--- src/rtl/retro_bus_pkg.sv ---
// Shared types for the core-to-memory stall bridge: FSM states, the captured
// bus request and the saturating stall-counter helper.
package retro_bus_pkg;

  // Widest address/data a bridge instance may use; requests are stored
  // zero-extended to these widths and narrowed again on issue.
  localparam int unsigned BusAddrMax = 64;
  localparam int unsigned BusDataMax = 64;

  localparam logic [15:0] StallMax = 16'hFFFF;

  typedef enum logic [1:0] {
    IDLE,
    ISSUE,
    WAIT,
    DRAIN
  } mem_stall_state_t;

  typedef struct packed {
    logic                  write;
    logic [BusAddrMax-1:0] addr;
    logic [BusDataMax-1:0] wdata;
  } bus_req_t;

  function automatic logic [15:0] satInc16(input logic [15:0] value);
    return (value == StallMax) ? value : value + 16'd1;
  endfunction

endpackage

--- src/rtl/retro_stall_timer.sv ---
// Per-access stall timer: loads zero on Clear, counts while Enable and holds
// at the last count, where Expire stays asserted.
module retro_stall_timer #(
  parameter int unsigned TimeoutCycles = 4096
) (
  input  logic Clk,
  input  logic ResetN,
  input  logic Clear,
  input  logic Enable,
  output logic Expire
);

  localparam int unsigned CntWidth = $clog2(TimeoutCycles);
  localparam logic [CntWidth-1:0] LastCount = CntWidth'(TimeoutCycles - 1);

  logic [CntWidth-1:0] count;

  always_ff @(posedge Clk or negedge ResetN) begin
    if (!ResetN) begin
      count <= '0;
    end else if (Clear) begin
      count <= '0;
    end else if (Enable && !Expire) begin
      count <= count + CntWidth'(1);
    end
  end

  assign Expire = (count == LastCount);

endmodule

--- src/rtl/retro_mem_stall.sv ---
// Memory stall bridge: captures one core access per tick, forwards it over a
// valid/ready handshake and holds Delay high until the access completes.
module retro_mem_stall
  import retro_bus_pkg::*;
#(
  parameter int unsigned          AddrWidth     = 24,
  parameter int unsigned          DataWidth     = 8,
  parameter int unsigned          TimeoutCycles = 4096,
  parameter logic [DataWidth-1:0] OpenBus       = '1
) (
  input  logic                 Clk,
  input  logic                 ResetN,
  input  logic                 ClkEn,
  input  logic                 CoreCE,
  input  logic                 CoreReq,
  input  logic                 CoreWrite,
  input  logic [AddrWidth-1:0] CoreAddr,
  input  logic [DataWidth-1:0] CoreWData,
  output logic [DataWidth-1:0] CoreRData,
  output logic                 CoreRValid,
  output logic                 Delay,
  output logic                 MemValid,
  input  logic                 MemReady,
  output logic                 MemWrite,
  output logic [AddrWidth-1:0] MemAddr,
  output logic [DataWidth-1:0] MemWData,
  input  logic                 MemRValid,
  input  logic [DataWidth-1:0] MemRData,
  output logic                 Timeout,
  input  logic                 StatClear,
  output logic [15:0]          StallCycles
);

  mem_stall_state_t state;
  bus_req_t         pendReq;
  bus_req_t         coreReqNow;
  bus_req_t         drainReq;
  logic             pending;
  logic             capture;
  logic             timerRun;
  logic             timerClear;
  logic             timerExpire;
  logic             timeoutHit;

  assign capture    = ClkEn && CoreCE && CoreReq;
  assign timerRun   = (state == ISSUE) || (state == WAIT);
  assign timerClear = !timerRun;

  assign coreReqNow = {CoreWrite, BusAddrMax'(CoreAddr), BusDataMax'(CoreWData)};
  // A capture arriving in the same cycle as the discarded response issues directly.
  assign drainReq   = pending ? pendReq : coreReqNow;

  // Completion in the expiry cycle wins over the timeout.
  assign timeoutHit = timerExpire &&
                      (((state == ISSUE) && !MemReady) ||
                       ((state == WAIT) && !MemRValid));

  retro_stall_timer #(
    .TimeoutCycles(TimeoutCycles)
  ) uStallTimer (
    .Clk   (Clk),
    .ResetN(ResetN),
    .Clear (timerClear),
    .Enable(timerRun),
    .Expire(timerExpire)
  );

  always_ff @(posedge Clk or negedge ResetN) begin
    if (!ResetN) begin
      state      <= IDLE;
      pending    <= 1'b0;
      pendReq    <= '0;
      MemValid   <= 1'b0;
      MemWrite   <= 1'b0;
      MemAddr    <= '0;
      MemWData   <= '0;
      Delay      <= 1'b0;
      CoreRData  <= '0;
      CoreRValid <= 1'b0;
    end else begin
      CoreRValid <= 1'b0;
      case (state)
        IDLE: begin
          if (capture) begin
            state    <= ISSUE;
            MemValid <= 1'b1;
            MemWrite <= CoreWrite;
            MemAddr  <= CoreAddr;
            MemWData <= CoreWData;
            Delay    <= 1'b1;
          end
        end

        ISSUE: begin
          if (MemReady) begin
            MemValid <= 1'b0;
            if (MemWrite) begin
              state <= IDLE;
              Delay <= 1'b0;
            end else if (MemRValid) begin
              CoreRData  <= MemRData;
              CoreRValid <= 1'b1;
              state      <= IDLE;
              Delay      <= 1'b0;
            end else begin
              state <= WAIT;
            end
          end else if (timeoutHit) begin
            MemValid   <= 1'b0;
            CoreRData  <= OpenBus;
            CoreRValid <= 1'b1;
            state      <= IDLE;
            Delay      <= 1'b0;
          end
        end

        WAIT: begin
          if (MemRValid) begin
            CoreRData  <= MemRData;
            CoreRValid <= 1'b1;
            state      <= IDLE;
            Delay      <= 1'b0;
          end else if (timeoutHit) begin
            CoreRData  <= OpenBus;
            CoreRValid <= 1'b1;
            state      <= DRAIN;
            Delay      <= 1'b0;
          end
        end

        DRAIN: begin
          if (MemRValid) begin
            if (pending || capture) begin
              state    <= ISSUE;
              pending  <= 1'b0;
              MemValid <= 1'b1;
              MemWrite <= drainReq.write;
              MemAddr  <= AddrWidth'(drainReq.addr);
              MemWData <= DataWidth'(drainReq.wdata);
              Delay    <= 1'b1;
            end else begin
              state <= IDLE;
            end
          end else if (capture && !pending) begin
            pending <= 1'b1;
            pendReq <= coreReqNow;
            Delay   <= 1'b1;
          end
        end

        default: state <= IDLE;
      endcase
    end
  end

  always_ff @(posedge Clk or negedge ResetN) begin
    if (!ResetN) begin
      Timeout <= 1'b0;
    end else begin
      if (StatClear) begin
        Timeout <= 1'b0;
      end
      if (timeoutHit) begin
        Timeout <= 1'b1;
      end
    end
  end

  always_ff @(posedge Clk or negedge ResetN) begin
    if (!ResetN) begin
      StallCycles <= '0;
    end else if (StatClear) begin
      StallCycles <= '0;
    end else if (Delay) begin
      StallCycles <= satInc16(StallCycles);
    end
  end

endmodule

--- config.mk ---
export PLATFORM = sky130hd
export DESIGN_NAME = retro_mem_stall
export DESIGN_NICKNAME = d
export VERILOG_FILES = /design/src/rtl/retro_bus_pkg.sv /design/src/rtl/retro_stall_timer.sv /design/src/rtl/retro_mem_stall.sv
export SDC_FILE = /design/constraint.sdc
export NUM_CORES = 1
export LEC_CHECK = 0
export CAP_MARGIN = 5
export CORE_MARGIN = 4
export CORE_UTILIZATION = 50
export DETAILED_ROUTE_END_ITERATION = 16
export DONT_BUFFER_PORTS = 1
export HOLD_SLACK_MARGIN = 0.1
export PLACE_DENSITY = 0.65
export SYNTH_ARGS = -nofsm -noshare
export SYNTH_HDL_FRONTEND = slang
export SYNTH_SLANG_ARGS = --single-unit
--- constraint.sdc ---
create_clock -name Clk -period 2.4 [get_ports Clk]
set_input_delay 0.72 -clock Clk [delete_from_list [all_inputs] [get_ports Clk]]
set_output_delay 0.72 -clock Clk [all_outputs]
set_load 0.01 [all_outputs]
==> impl_metrics.env, run 1 <==
export IMPL_status="complete, no violations"
export IMPL_drive_above_1_share_pct=30.7
export IMPL_cp_data_arrival_time_ns=2.29
export IMPL_seq_area_frac_synth_pct=50.2
export IMPL_h_tree_depth=3
export IMPL_ioPinCount=110
export IMPL_rsz0062_at_grt="false"
export IMPL_tightest_slew_ns=0.613
export IMPL_antennaDiodeCount=0
export IMPL_slowest_delay_ns=0.70
export IMPL_ys_warn_count=0
export IMPL_tritoncts="yes"
export IMPL_crit_path_cell_trace="ha_1, inv_2, or4_2, buf_12, mux2_4"
export IMPL_synthArstFlopShare_pct=100
export IMPL_synthFlopType="dfrtp_1"
export IMPL_wl_um=10600
export IMPL_worstSetupStartpointType="flip-flop"
export IMPL_synthToLayoutAreaGrowth_pct=6.38
export IMPL_synth_cells=435
export IMPL_hp_class="input pin to async pin"
export IMPL_crit_slowest_cell="or4_2"
export IMPL_drt_iter0_markers=245
export IMPL_worstSkewPairLatency_ns=0.36
export IMPL_start_util_pct=51.9
export IMPL_avgViaCountPerCell=5.92
export IMPL_firstDrtPassIters=4
export IMPL_cts_root_buf="clkbuf_8"
export IMPL_die_area_mm2=0.0126
export IMPL_cap_violations=0
export IMPL_crit_path_max_fanout=33
export IMPL_grt_overflow=0
export IMPL_antenna_left=0
export IMPL_syn_area_mm2=0.00544
export IMPL_synth_nets=491
export IMPL_clk_pin_slew_ns=0.10
export IMPL_report_final_slew_viol_count=0
export IMPL_max_slew_margin_rel_pct=59.0
export IMPL_finalPower_w=0.00554
export IMPL_final_cell_mix="dfrtp_1 (109), mux2_2 (75), mux2_4 (30)"
export IMPL_ir_worst_vdd_mv=0.483
export IMPL_route_detailed_drc=0
export IMPL_ys_ff_latch=109
export IMPL_static_leakage_power_nw=2.65
export IMPL_grt_use_total_pct=17.1
export IMPL_drt_wirelength_per_cell_um=18.6
export IMPL_grt_first_pass_wirelength_um=17900
export IMPL_fin_area_mm2=0.00578
export IMPL_finish_net_count=487
export IMPL_r2r_slack_ns=0.35
export IMPL_design_core_area_mm2=0.0105
export IMPL_gp_congestion=0.803
export IMPL_clock_sinks=109
export IMPL_dpl_instance_area_mm2=0.00558
export IMPL_die_w_um=112
export IMPL_clock_path_buffers=2
export IMPL_finalCritPeriodShare_pct=85.3
export IMPL_vias=3385
export IMPL_grt_pass1_vias=3587
export IMPL_worst_setup_path_type="flip-flop to flip-flop"
export IMPL_rows=37
export IMPL_cts_buffers=9
export IMPL_grt_max_degree=110
export IMPL_setup_viol=0
export IMPL_die_height_um=112
export IMPL_setup_tns_final_ns=0
export IMPL_clock_fmax_mhz=489
export IMPL_antenna_found_initial=0
export IMPL_fin_skew_ns=0.0184
export IMPL_synth_edf_count=0
export IMPL_post_dp_hpwl_um=7200
export IMPL_numPortBuffers=0
export IMPL_power_density_mw_per_mm2=958
export IMPL_crit_required_ns=2.64
export IMPL_hold_viol=0
export IMPL_final_min_clock_period_ns=2.05
export IMPL_ys_types=54
export IMPL_avgSynthCellArea_um2=12.5
export IMPL_final_common_cell="dfrtp_1"
export IMPL_cp_end_kind="flip-flop"
==> routing by layer <==
| metal | wire length (µm) | vias to the layer above | GRT usage [%] |
|---|---|---|---|
| li1 | - | 1585 | - |
| met1 | 4700 | 1706 | 21.4 |
| met2 | 4890 | 83 | 27.4 |
| met3 | 930 | 11 | 6.85 |
| met4 | 118 | 0 | 5.29 |
| met5 | 0 | - | 0 |
==> metrics by stage <==
stage	util, %	setup slack, ns	std cells	hold slack (ns)
6_report	55.3	0.354	572	0.0448
5_1_grt	55.3	0.159	572	0.00775
4_1_cts	55.3	0.320	572	0.0234
3_5_place_dp	53.3	0.275	556	0.428
3_3_place_gp	53.3	0.302	556	0.428
2_1_floorplan	-	0.374	435	0.424
==> flip-flops by register name (all words and copies together) (netlist names), 2 cells and up <==
register / cells
pendReq: 33
MemAddr: 24
StallCycles: 16
uStallTimer.count: 12
CoreRData: 8
MemWData: 8
state: 2
==> worst paths after layout <==
kind | from | endpoint | cells after the start
setup reg to reg | state[1]$_DFFE_PN0P_ | pendReq[83]$_DFFE_PN0P_ | 5
hold reg to reg | pendReq[76]$_DFFE_PN0P_ | pendReq[76]$_DFFE_PN0P_ | 1
max in group asynchronous | ResetN | StallCycles[7]$_DFFE_PN0P_ | 0
hold / removal | ResetN | uStallTimer.count[2]$_DFFE_PN0P_ | 0
setup / recovery | state[1]$_DFFE_PN0P_ | pendReq[83]$_DFFE_PN0P_ | 5
min in group Clk | StatClear | StallCycles[8]$_DFFE_PN0P_ | 1
==> repair_timing <==
action / in CTS / in global routing
endpoints found under the hold margin: 109 / 109
buffers inserted: 0 / 0
resized for setup: 0 / 0
==> cell type report <==
cell class | count | area, µm²
fillers | 900 | 4680
clock buffers | 10 | 138
well taps | 136 | 170
inverters | 19 | 71.3
multi-input cells | 285 | 2520
clock inverters | 6 | 67.6
flip-flops and latches | 109 | 2730
repair buffers | 7 | 90.1
==> cells in the mapped netlist (all sizes together), types with 2 or more instances <==
cell type | count | share of area [%]
nand3 | 12 | 1.2
inv | 19 | 1.3
o2bb2ai | 2 | 0.32
a211oi | 3 | 0.41
dfrtp | 109 | 50
nand4 | 5 | 0.58
nor3 | 2 | 0.18
or3 | 6 | 0.69
nor2 | 8 | 0.55
o21ai | 9 | 0.83
o311ai | 2 | 0.46
nand2b | 5 | 0.58
o2111ai | 2 | 0.32
o32ai | 8 | 1.3
a21o | 2 | 0.28
buf | 12 | 1.5
a21boi | 3 | 0.41
mux2 | 107 | 24
nor4 | 4 | 0.74
or4 | 4 | 0.55
a21oi | 23 | 2.1
nand3b | 2 | 0.28
xnor2 | 3 | 0.48
nor2b | 8 | 0.92
a31oi | 3 | 0.35
ha | 7 | 1.6
mux2i | 2 | 0.37
and2 | 5 | 0.58
and3 | 6 | 0.69
o31ai | 3 | 0.41
and4 | 5 | 0.81
nand2 | 16 | 1.1
o211a | 2 | 0.37
clkbuf | 10 | 0.69
o211ai | 6 | 0.83
==> power breakdown <==
group | switching (W) | leakage (nW) | internal (W)
sequential | 0.000657 | 1.42 | 0.00243
clock | 0.000627 | 0.0993 | 0.000518
combinational | 0.000536 | 1.13 | 0.000770
==> worst max-delay path: cells and delay by family, from the launching register on <==
family / cells / cell delay [ns]
AND/OR/NAND/NOR: 1 / 0.70
flip-flops: 1 / 0.42
adder cells (fa/ha/maj): 1 / 0.21
multiplexers: 1 / 0.32
buffers and inverters: 2 / 0.28
==> cells by family (layout without fill, tap and decap cells) <==
group | after synthesis | count (layout) | synth area share, %
DFF | 109 | 109 | 50.2
xor gates and xnor gates | 4 | 4 | 0.645
and+or+nand+nor | 89 | 89 | 9.60
AOI/OAI and AO/OA | 76 | 76 | 9.83
buffers and inverters | 41 | 42 | 3.52
muxes | 109 | 109 | 24.6
adders and majority gates | 7 | 7 | 1.61
Power figures use the tool's default switching activity.
==> run 2: changes to the inputs <==
--- a/config.mk
+++ b/config.mk
@@ -6,7 +6,7 @@
 export NUM_CORES = 1
 export LEC_CHECK = 0
 export CAP_MARGIN = 5
-export CORE_MARGIN = 4
+export CORE_MARGIN = 3
 export CORE_UTILIZATION = 50
 export DETAILED_ROUTE_END_ITERATION = 16
 export DONT_BUFFER_PORTS = 1
==> impl_metrics.env, run 2 (synthesis gave the netlist of run 1 again) <==
export IMPL_static_leakage_power_nw=2.64
export IMPL_drt_iter0_markers=170
export IMPL_post_route_util_pct=55.0
export IMPL_largestRegisters="pendReq (33), MemAddr (24), StallCycles (16)"
export IMPL_setup_viol=0
export IMPL_final_min_clock_period_ns=2.07
export IMPL_ff2ff_path_depth=5
export IMPL_dp_slack_ns=0.234
export IMPL_hold_slack_ns=0.0385
export IMPL_cp_end_kind="flip-flop"
export IMPL_numPortBuffers=0
export IMPL_final_cell_mix="dfrtp_1 (109), mux2_2 (75), mux2_4 (30)"
export IMPL_crit_required_ns=2.65
export IMPL_clock_fmax_mhz=483
export IMPL_reg2reg_from="state[1]$_DFFE_PN0P_"
export IMPL_vias=3366
export IMPL_avgViaCountPerCell=5.86
export IMPL_start_util_pct=51.9
export IMPL_tightest_slew_ns=0.612
export IMPL_grt_first_pass_wirelength_um=16700
export IMPL_grt_pass1_vias=3366
export IMPL_drive_above_1_share_pct=31.3
export IMPL_wl_um=10700
export IMPL_clk_pin_slew_ns=0.11
export IMPL_max_slew_margin_rel_pct=59.0
export IMPL_antenna_left=0
export IMPL_finalWorstSetupSlack_ns=0.329
export IMPL_grt_use_total_pct=17.6
export IMPL_antennaDiodeCount=0
export IMPL_crit_path_max_fanout=33
export IMPL_fin_skew_ns=0.0178
export IMPL_hp_class="input pin to async pin"
export IMPL_seq_area_mm2=0.00273
export IMPL_finalPower_w=0.00546
export IMPL_post_cts_resize_count=0
export IMPL_ioPinCount=110
export IMPL_synthToLayoutAreaGrowth_pct=5.92
export IMPL_firstDrtPassIters=5
export IMPL_cts_root_buf="clkbuf_8"
export IMPL_r2r_slack_ns=0.33
export IMPL_largest_register="pendReq"
export IMPL_largest_reg_flops=33
export IMPL_use_met1_pct=22.3
export IMPL_postCtsSetupRepairBufs=0
export IMPL_die_height_um=110
export IMPL_setup_tns_final_ns=0
export IMPL_grt_use_met2_pct=27.6
export IMPL_finalCritPeriodShare_pct=86.3
export IMPL_route_detailed_drc=0
export IMPL_die_w_um=110
export IMPL_h_tree_depth=3
export IMPL_worstSetupStartpointType="flip-flop"
export IMPL_antenna_found_initial=0
export IMPL_clock_path_buffers=2
export IMPL_nFillCells=893
export IMPL_worst_setup_path_type="flip-flop to flip-flop"
export IMPL_worstSkewPairLatency_ns=0.37
export IMPL_drt_wirelength_per_cell_um=18.7
export IMPL_power_density_mw_per_mm2=949
export IMPL_cp_data_arrival_time_ns=2.32
export IMPL_grt_overflow=0
export IMPL_rows=37
export IMPL_finish_net_count=489
export IMPL_cts_buffers=9
export IMPL_ir_worst_vdd_mv=0.490
export IMPL_post_dp_hpwl_um=7340
export IMPL_use_met3_pct=7.69
export IMPL_multi_input_area_mm2=0.00252
export IMPL_report_final_slew_viol_count=0
export IMPL_rr_endpoint="pendReq[6]$_DFFE_PN0P_"
export IMPL_clock_sinks=109
export IMPL_grt_busiest_layer="met2"
export IMPL_die_area_mm2=0.0122
export IMPL_gp_congestion=0.775
export IMPL_grt_max_degree=110
export IMPL_design_core_area_mm2=0.0105
export IMPL_cap_violations=0
export IMPL_tritoncts="yes"
export IMPL_final_common_cell="dfrtp_1"
export IMPL_hold_viol=0
export IMPL_status="complete, no violations"
export IMPL_rsz0062_at_grt="false"
run 2: per-stage QoR:
| step | instances | area [µm²] |
|---|---|---|
| final | 574 | 5760 |
| after global routing | 574 | 5760 |
| after CTS | 574 | 5760 |
| after detailed placement | 558 | 5570 |
| after global placement | 558 | 5570 |
| after floorplan | 435 | 5440 |
run 2: worst max path at each step:
stage / startpoint / end / slack, ns / cells after the start
floorplan: CoreReq / MemAddr[0]$_DFFE_PN0P_ / 0.37 / 6
global placement: CoreReq / pendReq[71]$_DFFE_PN0P_ / 0.26 / 4
detailed placement: CoreReq / pendReq[84]$_DFFE_PN0P_ / 0.23 / 4
CTS: state[1]$_DFFE_PN0P_ / pendReq[6]$_DFFE_PN0P_ / 0.33 / 5
global route: uStallTimer.count[0]$_DFFE_PN0P_ / uStallTimer.count[1]$_DFFE_PN0P_ / 0.23 / 6
finish: state[1]$_DFFE_PN0P_ / pendReq[6]$_DFFE_PN0P_ / 0.33 / 5
run 2: worst max-delay path: stages, from the launching register on:
cell     delay, ns
dfrtp_1       0.43
ha_1          0.22
inv_2         0.06
or4_2         0.70
buf_12        0.22
mux2_4        0.32
run 2: routing by layer:
layer | vias up | share of wire (%) | routed length (µm)
met5 | - | 0 | 0
met4 | 0 | 0.90 | 97
met3 | 11 | 9.4 | 1010
met2 | 82 | 46 | 4990
met1 | 1682 | 43 | 4640
li1 | 1591 | - | -
run 2: layout make-up:
cell class / instances / area share, %
sequential: 109 / 47.4
multi-input combinational: 285 / 43.8
tap: 136 / 2.96
clock inverter: 7 / 1.13
clock buffer: 9 / 2.15
inverter: 19 / 1.24
timing repair buffer: 9 / 1.39
run 2: power breakdown:
group / switching, W / leakage [nW] / internal, W
registers: 0.000659 / 1.42 / 0.00243
logic: 0.000530 / 1.13 / 0.000766
clock network: 0.000675 / 0.0943 / 0.000404
==> run 3: changes to the inputs <==
--- a/config.mk
+++ b/config.mk
@@ -6,6 +6,7 @@
 export NUM_CORES = 1
 export LEC_CHECK = 0
 export CAP_MARGIN = 5
+export CORE_ASPECT_RATIO = 0.9
 export CORE_MARGIN = 3
 export CORE_UTILIZATION = 50
 export DETAILED_ROUTE_END_ITERATION = 16
==> impl_metrics.env, run 3 (synthesis gave the netlist of run 1 again) <==
export IMPL_status="complete, no violations"
export IMPL_hp_class="input pin to async pin"
export IMPL_crit_family="simple AND/OR/NAND/NOR gates"
export IMPL_die_area_mm2=0.0122
export IMPL_static_leakage_power_nw=2.69
export IMPL_avgViaCountPerCell=6.01
export IMPL_firstDrtPassIters=4
export IMPL_hold_viol=0
export IMPL_drive_above_1_share_pct=31.1
export IMPL_gp_congestion=0.773
export IMPL_final_common_cell="dfrtp_1"
export IMPL_numPortBuffers=0
export IMPL_cts_root_buf="clkbuf_16"
export IMPL_drt_iter0_markers=232
export IMPL_start_util_pct=52.1
export IMPL_tightest_slew_ns=0.641
export IMPL_largest_reg_flops=33
export IMPL_h_tree_depth=3
export IMPL_synthToLayoutAreaGrowth_pct=7.41
export IMPL_ir_worst_vdd_mv=0.587
export IMPL_grt_overflow=0
export IMPL_crit_slowest_cell="or4_2"
export IMPL_clock_sinks=109
export IMPL_ioPinCount=110
export IMPL_use_met1_pct=22.8
export IMPL_clock_fmax_mhz=482
export IMPL_post_dp_hpwl_um=7270
export IMPL_fin_skew_ns=0.00953
export IMPL_antenna_found_initial=0
export IMPL_use_met3_pct=9.32
export IMPL_final_min_clock_period_ns=2.07
export IMPL_post_route_util_pct=56.0
export IMPL_power_density_mw_per_mm2=995
export IMPL_setup_tns_final_ns=0
export IMPL_report_final_slew_viol_count=0
export IMPL_finalCritPeriodShare_pct=86.4
export IMPL_rsz0062_at_grt="false"
export IMPL_grt_max_degree=110
export IMPL_final_cell_mix="dfrtp_1 (109), mux2_2 (75), mux2_4 (30)"
export IMPL_largest_register="pendReq"
export IMPL_design_core_area_mm2=0.0104
export IMPL_grt_first_pass_wirelength_um=17500
export IMPL_grt_pass1_vias=3400
export IMPL_cp_data_arrival_time_ns=2.31
export IMPL_clock_path_buffers=2
export IMPL_postCtsSetupRepairBufs=0
export IMPL_wl_um=10800
export IMPL_crit_path_cell_trace="ha_1, inv_2, or4_2, buf_12, mux2_4"
export IMPL_rows=35
export IMPL_cap_violations=0
export IMPL_cp_buffers_inverters=2
export IMPL_grt_use_met2_pct=27.6
export IMPL_setup_viol=0
export IMPL_die_height_um=105
export IMPL_vias=3407
export IMPL_antenna_left=0
export IMPL_crit_path_max_fanout=33
export IMPL_max_slew_margin_rel_pct=57.1
export IMPL_drt_wirelength_per_cell_um=19.1
export IMPL_die_w_um=116
export IMPL_grt_use_total_pct=18.0
export IMPL_crit_required_ns=2.63
export IMPL_cts_buffers=9
export IMPL_tritoncts="yes"
export IMPL_route_detailed_drc=0
export IMPL_grt_busiest_layer="met2"
export IMPL_largestRegisters="pendReq (33), MemAddr (24), StallCycles (16)"
export IMPL_worstSetupStartpointType="flip-flop"
export IMPL_finish_net_count=489
export IMPL_worst_setup_path_type="flip-flop to flip-flop"
export IMPL_worstSkewPairLatency_ns=0.35
export IMPL_nFillCells=884
export IMPL_antennaDiodeCount=0
export IMPL_cp_end_kind="flip-flop"
export IMPL_slowest_delay_ns=0.70
export IMPL_clk_pin_slew_ns=0.07
[run 3: cell count changes in the layout (fill, tap and decap cells not counted), sizes merged]
cell      delta
clkinvlp     -1
clkbuf       +2
inv          -4
clkinv       +3
[run 3: worst paths after layout]
check | startpoint | to | slack (ns) | cells after the start
max in group asynchronous | ResetN | MemAddr[18]$_DFFE_PN0P_ | 2.18 | 0
min reg2reg | pendReq[75]$_DFFE_PN0P_ | pendReq[75]$_DFFE_PN0P_ | 0.51 | 1
min in group Clk | StatClear | StallCycles[4]$_DFFE_PN0P_ | 0.43 | 1
max | state[1]$_DFFE_PN0P_ | pendReq[128]$_DFFE_PN0P_ | 0.33 | 5
max reg2reg | state[1]$_DFFE_PN0P_ | pendReq[128]$_DFFE_PN0P_ | 0.33 | 5
min | ResetN | uStallTimer.count[2]$_DFFE_PN0P_ | 0.07 | 0
[run 3: per-layer routing]
layer,share of wire [%],up-vias,routed length (µm)
li1,-,1597,-
met1,42,1708,4580
met2,47,91,5080
met3,9.5,11,1030
met4,1.0,0,108
met5,0,-,0
[run 3: where the power goes]
part	leakage (nW)	switching, W	internal (W)
sequential	1.42	0.000668	0.00243
combinational	1.13	0.000544	0.000767
clock	0.139	0.000663	0.000735
[run 3: stage by stage]
stage | power [W] | setup WS (ns) | instances | instance area (µm²) | hold slack [ns]
finish | 0.00581 | 0.327 | 567 | 5840 | 0.0677
global route | 0.00615 | 0.214 | 567 | 5840 | 0.0425
CTS | 0.00587 | 0.338 | 567 | 5840 | 0.0495
detailed placement | 0.00445 | 0.265 | 551 | 5560 | 0.428
global placement | 0.00438 | 0.283 | 551 | 5560 | 0.428
floorplan | 0.00408 | 0.374 | 435 | 5440 | 0.424
[run 3: worst register-to-register path: stages (launching register included)]
cell,delay (ns)
dfrtp_1,0.42
ha_1,0.21
inv_2,0.06
or4_2,0.70
buf_12,0.22
mux2_4,0.36
[run 3: timing repair]
action | in CTS | in global routing
endpoints found under the hold margin | 109 | 109
resized for setup | 0 | 0
setup endpoints to repair | 0 | 0
[run 3: cell type report]
class,instances,area [µm²],area share [%]
timing repair buffer,9,80.1,1.37
multi-input combinational,285,2520,43.1
clock inverter,5,36.3,0.622
inverter,19,71.3,1.22
clock buffer,11,243,4.16
sequential,109,2730,46.7
tap,129,161,2.76
